`config.mk`:
```
export PLATFORM = sky130hd
export DESIGN_NAME = sequence_frame_tx
export DESIGN_NICKNAME = d
export VERILOG_FILES = /design/src/rtl/sequence_frame_tx.sv
export SDC_FILE = /design/constraint.sdc
export NUM_CORES = 1
export LEC_CHECK = 0
export ABC_AREA = 1
export CAP_MARGIN = 20
export CORE_ASPECT_RATIO = 0.6
export CORE_UTILIZATION = 50
export CTS_CLUSTER_DIAMETER = 50
export CTS_CLUSTER_SIZE = 14
export DETAILED_ROUTE_END_ITERATION = 10
export PLACE_DENSITY_LB_ADDON = 0.3
export SLEW_MARGIN = 20
export SYNTH_ARGS = -nofsm -noshare
export SYNTH_HDL_FRONTEND = slang
export SYNTH_SLANG_ARGS = --single-unit
```
`constraint.sdc`:
```
create_clock -name clk -period 3.8 [get_ports clk]
set_input_delay 0.57 -clock clk [delete_from_list [all_inputs] [get_ports clk]]
set_output_delay 0.57 -clock clk [all_outputs]
set_load 0.01 [all_outputs]
```
`src/rtl/sequence_frame_tx.sv`:
```
// Serial frame transmitter: parallel words in on valid/ready, frames out as
// preamble, payload MSB-first, even parity, then an idle gap with ser_valid low.
//
// state | meaning
// ------+------------------------------------------------------------
// IDLE  | waiting for a word; in_ready=1
// PRE   | shifting out the preamble, MSB-first
// PAY   | shifting out the latched payload, MSB-first
// PAR   | even-parity bit on the line, frame_done pulses
// GAP   | ser_valid low for GAP cycles (never entered when GAP=0)
module sequence_frame_tx #(
  parameter int                DATA_W   = 8,
  parameter int                PRE_W    = 4,
  parameter logic [PRE_W-1:0]  PREAMBLE = 4'b0110,
  parameter int                GAP      = 1
) (
  input  logic              clk,
  input  logic              rst_n,
  input  logic [DATA_W-1:0] in_data,
  input  logic              in_valid,
  output logic              in_ready,
  input  logic              flush,
  output logic              ser_data,
  output logic              ser_valid,
  output logic              busy,
  output logic              frame_done
);

  localparam int MAXW = (PRE_W > DATA_W) ? PRE_W : DATA_W;
  localparam int CW   = $clog2(MAXW + 1);
  localparam int GW   = (GAP > 1) ? $clog2(GAP) : 1;

  localparam logic [2:0] S_IDLE = 3'd0;
  localparam logic [2:0] S_PRE  = 3'd1;
  localparam logic [2:0] S_PAY  = 3'd2;
  localparam logic [2:0] S_PAR  = 3'd3;
  localparam logic [2:0] S_GAP  = 3'd4;

  logic [2:0]        state;
  logic [DATA_W-1:0] pay_sh;
  logic [PRE_W-1:0]  pre_sh;
  logic              parity;
  logic [CW-1:0]     bit_cnt;
  logic [GW-1:0]     gap_cnt;

  assign in_ready = (state == S_IDLE);
  assign busy     = ~in_ready;

  // The registered outputs always describe the bit of the current state, so each
  // transition loads the first bit of the next state; bit_cnt holds bits left after it.
  always_ff @(posedge clk or negedge rst_n) begin
    if (!rst_n) begin
      state      <= S_IDLE;
      pay_sh     <= '0;
      pre_sh     <= '0;
      parity     <= 1'b0;
      bit_cnt    <= '0;
      gap_cnt    <= '0;
      ser_data   <= 1'b0;
      ser_valid  <= 1'b0;
      frame_done <= 1'b0;
    end else begin
      frame_done <= 1'b0;
      if (flush && (state != S_IDLE)) begin
        state     <= S_IDLE;
        ser_valid <= 1'b0;
        ser_data  <= 1'b0;
      end else begin
        case (state)
          S_IDLE: begin
            if (in_valid) begin
              state     <= S_PRE;
              pay_sh    <= in_data;
              parity    <= ^in_data;
              pre_sh    <= PREAMBLE << 1;
              bit_cnt   <= CW'(PRE_W - 1);
              ser_valid <= 1'b1;
              ser_data  <= PREAMBLE[PRE_W-1];
            end
          end
          S_PRE: begin
            if (bit_cnt == '0) begin
              state    <= S_PAY;
              ser_data <= pay_sh[DATA_W-1];
              pay_sh   <= pay_sh << 1;
              bit_cnt  <= CW'(DATA_W - 1);
            end else begin
              ser_data <= pre_sh[PRE_W-1];
              pre_sh   <= pre_sh << 1;
              bit_cnt  <= bit_cnt - CW'(1);
            end
          end
          S_PAY: begin
            if (bit_cnt == '0) begin
              state      <= S_PAR;
              ser_data   <= parity;
              frame_done <= 1'b1;
            end else begin
              ser_data <= pay_sh[DATA_W-1];
              pay_sh   <= pay_sh << 1;
              bit_cnt  <= bit_cnt - CW'(1);
            end
          end
          S_PAR: begin
            ser_valid <= 1'b0;
            ser_data  <= 1'b0;
            if (GAP == 0) begin
              state <= S_IDLE;
            end else begin
              state   <= S_GAP;
              gap_cnt <= GW'(GAP - 1);
            end
          end
          S_GAP: begin
            if (gap_cnt == '0) state <= S_IDLE;
            else               gap_cnt <= gap_cnt - GW'(1);
          end
          default: begin
            state     <= S_IDLE;
            ser_valid <= 1'b0;
            ser_data  <= 1'b0;
          end
        endcase
      end
    end
  end

endmodule

```
Yosys cells after proc, flatten, opt, wreduce, memory -nomap -nowiden:

Index checks and enable logic that the tools add are counted.

* logic and storage cells: 74
* register bits: 24
* input port bits: 12
* output and inout bits: 5

* multiplexer cells: 30
* equality and inequality tests: 14
* bitwise operators: 2
* $add $sub $neg: 2
* reductions and logical operators: 17

Operators by type and width (number)
* 2-to-1 mux 8 bit: 3
* one-hot mux 8 bit (3 select lines): 1
* 2-to-1 mux 4 bit: 5
* 2-to-1 mux 3 bit: 5
* one-hot mux 3 bit (5 select lines): 1
* one-hot mux 4 bit (3 select lines): 1
* AND reduction 4 bit: 3
* 2-to-1 mux 1 bit: 10
* != test 2 bit, second input constant: 5
* != test 3 bit, second input constant: 3
* one-hot mux 4 bit (2 select lines): 1
* XOR reduction 8 bit: 1
* == test 3 x 2 -> 1 bit, second input constant: 2
* AND reduction 2 bit: 3
* nonzero test 3 bit: 2
* AND reduction 5 bit: 1
* logical NOT 4 bit: 1
* one-hot mux 1 bit (2 select lines): 2
* one-hot mux 1 bit (4 select lines): 1
* nonzero test 2 bit: 2
* subtractor 4 x 1 -> 4 bit, second input constant: 1
* == test 3 x 1 -> 1 bit, second input constant: 1
* == test 3 bit, second input constant: 1
* logical NOT 3 bit: 1
* other kinds (7): 8

Longest topological paths before layout:

* depth after elaboration: 4
* mapped depth: 10
* depth with buffers taken out: 10

Worst setup path after synthesis:

Ideal clock, no wire load.

* kind: flip-flop to flip-flop
* start: reg bit_cnt[0]
* end: reg pay_sh[1]
* setup time: 0.117 ns
* data required time: 3.683 ns
* stages on the path, launching flop included: 11
* clock period less this slack: 1.509 ns
* buffers on the path: 1
* data arrival time: 1.392 ns
* setup slack: 2.291 ns
* cells stage by stage: dfrtp_1 inv_1 ha_1 nand2_1 nor2_1 nand2_1 nand2_4 nor2_8 buf_6 nand3_1 nand2_1

* longest elaborated chain between the ends: 3
* elaborated cells on any way between the ends: 4
* classes of those cells: eq/ne (2); reduce/logical (2)

Ends and longest elaborated chain
* start: declaration: line 43 `logic [CW-1:0] bit_cnt;`
* start signal: assignment: line 76 `bit_cnt <= CW'(PRE_W - 1);`
* start signal: assignment: line 86 `bit_cnt <= CW'(DATA_W - 1);`
* start signal: assignment: line 90 `bit_cnt <= bit_cnt - CW'(1);`
* logical NOT 4 bit (*): line 82, 94
* != test 2 bit (no line)
* AND reduction 5 bit (no line) (*)
* end signal: assignment: line 73 `pay_sh <= in_data;`
* end signal: assignment: line 85 `pay_sh <= pay_sh << 1;`
* end signal: assignment: line 100 `pay_sh <= pay_sh << 1;`
* end: declaration: line 40 `logic [DATA_W-1:0] pay_sh;`

Mark *: on every way between the ends. The rest lies on a longest branch, timed or not.
A chain may end at the register's enable or synchronous reset.

Worst setup path in the final report:

* start: reg state[1]
* end: out in_ready

* longest elaborated chain between the ends: 1

Ends and longest elaborated chain
* start: declaration: line 39 `logic [2:0] state;`
* start signal: assignment: line 53 `state <= S_IDLE;`
* start signal: assignment: line 65 `state <= S_IDLE;`
* start signal: assignment: line 72 `state <= S_PRE;`
* logical NOT 3 bit: line 46 `assign in_ready = (state == S_IDLE);`
* end: declaration: line 21 `output logic in_ready,`

No other way between the ends.

==> summary.md <==
| Metric | Value |
|---|---|
| Cts bufs inserted | `3` |
| Largest net degree at the start of global routing | `22` |
| Warnings from Yosys | `0` |
| Max-slew violations | `0` |
| Clk sinks | `21` |
| Critical path startpoint category | `flip-flop` |
| Syn avg cell area | `6.79 um2` |
| Fillers | `201` |
| Worst setup EP type | `primary output` |
| CTS tree | `done` |
| WP data required | `3.23 ns` |
| Antenna diodes | `0` |
| Max transition margin | `0.690` |
| Die width | `68.3 um` |
| CTS clk-pin slew, worst paths | `0.08 ns` |
| Minimum clock period | `2.24 ns` |
| Deepest clock path buffer count | `2` |
| GRT Util Overall | `0.243` |
| Worst min path class | `in2async` |
| Inst Count DP | `238` |
| Number of global-route vias before repair | `1,157` |
| RSZ-0062 raised after global routing | `false` |
| Fmax | `0.447 GHz` |
| Initial antenna violation count | `0` |
| Syn Inst Count | `194` |
| Synthesized cell area | `0.00132 mm2` |
| IO buf count | `16` |
| Routed via count | `1,273` |
| Layout cells sized above 1 | `0.0991` |
| Vias per Instance | `5.26` |
| Clock Skew | `0.00823 ns` |
| Largest fanout on the critical path | `6` |
| Post-synthesis sequential element count | `21` |
| Clk root buf | `clkbuf_8` |
| Fin cells | `242` |
| First-pass GRT wire length | `5.10 mm` |
| Post-Route WL | `2.97 mm` |
| Die Span Y | `41.8 um` |
| Nets | `226` |
| Syn nets | `207` |
| Pleak | `0.854 nW` |
| # hold bufs at CTS | `0` |
| Outcome | `finished, final reports clean` |
| DRC violations left | `0` |
| First-pass DRT Iterations | `5` |
| Pwr per Cell Area | `773 mW/mm2` |
| # IOs | `17` |
| Post-CTS setup buffers | `0` |
| Peak supply drop | `0.334 mV` |
| Starting Density | `0.566` |
| Core area | `0.00233 mm2` |
| Final Power | `1.19 mW` |
| Row cnt | `13` |
| Post-synth cell types | `21` |
| Yosys top cell area share | `0.399` |
| Critical path class | `reg2out` |
| Post-route setup TNS | `0 ns` |
| First DRT Iteration DRCs | `93` |
| Worst Max-Slew Pin Slew | `0.465 ns` |
| Dpl hpwl | `2.32 mm` |
| Routed Antenna Nets | `0` |
| Final worst-path cycle share | `0.589` |
| Total gr overflow | `0` |
| Synth area leaders | `dfrtp_1 40%, nand2_1 23%, nand3_1 8.7%` |
| Fin. Hold Viols | `0` |
| Critical path arrival | `1.67 ns` |
| Hold_ws | `0.242 ns` |
| Routed length per instance | `12.3 um` |
| Cells resized by post-CTS repair | `0` |
| Area Growth Syn to Fin | `16.9%` |
| H-Tree Depth | `1` |
| Post-synth top area cell | `dfrtp_1` |
| Clk_lat worst skew | `0.26 ns` |
| Final RePlAce weighted congestion | `0.883` |
| Maxcap violations | `0` |
| Post-synthesis sequential area ratio | `0.399` |
| Endpoints failing setup | `0` |
| Overall die area | `0.00285 mm2` |
-- synthesized netlist by cell type (all sizes together) --
library cell / instances
a21oi: 4
ha: 1
nor2: 10
buf: 2
nor4: 1
dfrtp: 21
nand3: 25
nand2: 87
nand4: 1
xnor2: 1
xor2: 1
inv: 27
o21ai: 13
-- state kept, by name, indices dropped and copies added, names as in the netlist --
name / flops
pay_sh: 8
bit_cnt: 4
frame_done: 1
state: 3
ser_data: 1
pre_sh: 2
parity: 1
ser_valid: 1
-- logic make-up (layout without fill, tap and decap cells) --
family,after synthesis,in the layout,synth area share
AO/OA/AOI/OAI,17,17,0.0674
XOR/XNOR,2,2,0.0133
adder cells (fa/ha/maj),1,1,0.00950
buffers and inverters,29,47,0.0893
flip-flops,21,21,0.399
AND/OR/NAND/NOR,124,124,0.422
-- power breakdown --
group / total [mW] / internal (mW) / switching [mW]
clock network: 0.150 / 0.0731 / 0.0768
registers: 0.379 / 0.317 / 0.0615
logic: 0.662 / 0.229 / 0.433
total: 1.19 / 0.619 / 0.571
-- routing by layer --
layer | share of wire | global-route usage | vias to the layer above
met5 | 0 | 0 | -
li1 | - | - | 645
met2 | 0.42 | 0.345 | 62
met3 | 0.081 | 0.0742 | 4
met1 | 0.48 | 0.360 | 562
met4 | 0.0098 | 0.0458 | 0
-- worst paths after layout --
kind / to / start / slack, ns / depth (start not counted)
setup / recovery: in_ready / state[1] / 1.56 / 4
hold reg to reg: pre_sh[2] / pre_sh[2] / 0.47 / 2
max in group asynchronous: pay_sh[6] / rst_n / 3.22 / 1
setup reg to reg: pay_sh[6] / bit_cnt[0] / 1.99 / 10
hold / removal: bit_cnt[0] / rst_n / 0.24 / 1
min in group clk: pre_sh[2] / pre_sh[2] / 0.47 / 2
-- final cells by class --
| cell class | count | area (um2) | area share |
|---|---|---|---|
| inverters | 27 | 101 | 0.0658 |
| multi-input cells | 144 | 674 | 0.438 |
| clock buffers | 3 | 41.3 | 0.0268 |
| well taps | 30 | 37.5 | 0.0244 |
| repair buffers | 16 | 155 | 0.101 |
| clock inverters | 1 | 5.00 | 0.00325 |
| flip-flops and latches | 21 | 526 | 0.341 |
-- cells in the final DEF, fill, tap and decap left out, types with 2 or more instances in the layout --
cell type,count
inv_1,22
a21oi_1,3
o21ai_0,13
nand2_1,81
dfrtp_1,21
nand2_4,2
nand3_1,23
clkdlybuf4s50_1,15
nor2_1,8
clkbuf_8,3
nand3_2,2
nand2_2,4
inv_2,5
-- through the flow --
step	utilization	setup slack, ns	cell area [um2]
3_3_place_gp	0.644	1.85	1500
6_report	0.662	1.56	1540
5_1_grt	0.662	1.50	1540
2_1_floorplan	-	2.29	1320
4_1_cts	0.664	1.57	1550
3_5_place_dp	0.644	1.78	1500
-- worst max-delay path, stage by stage, from the launching register on --
cell	delay, ns
dfrtp_1	0.45
nor2_2	0.20
nand2_2	0.15
inv_1	0.08
clkdlybuf4s50_1	0.53
No activity file was read; power rests on OpenSTA's default activity.
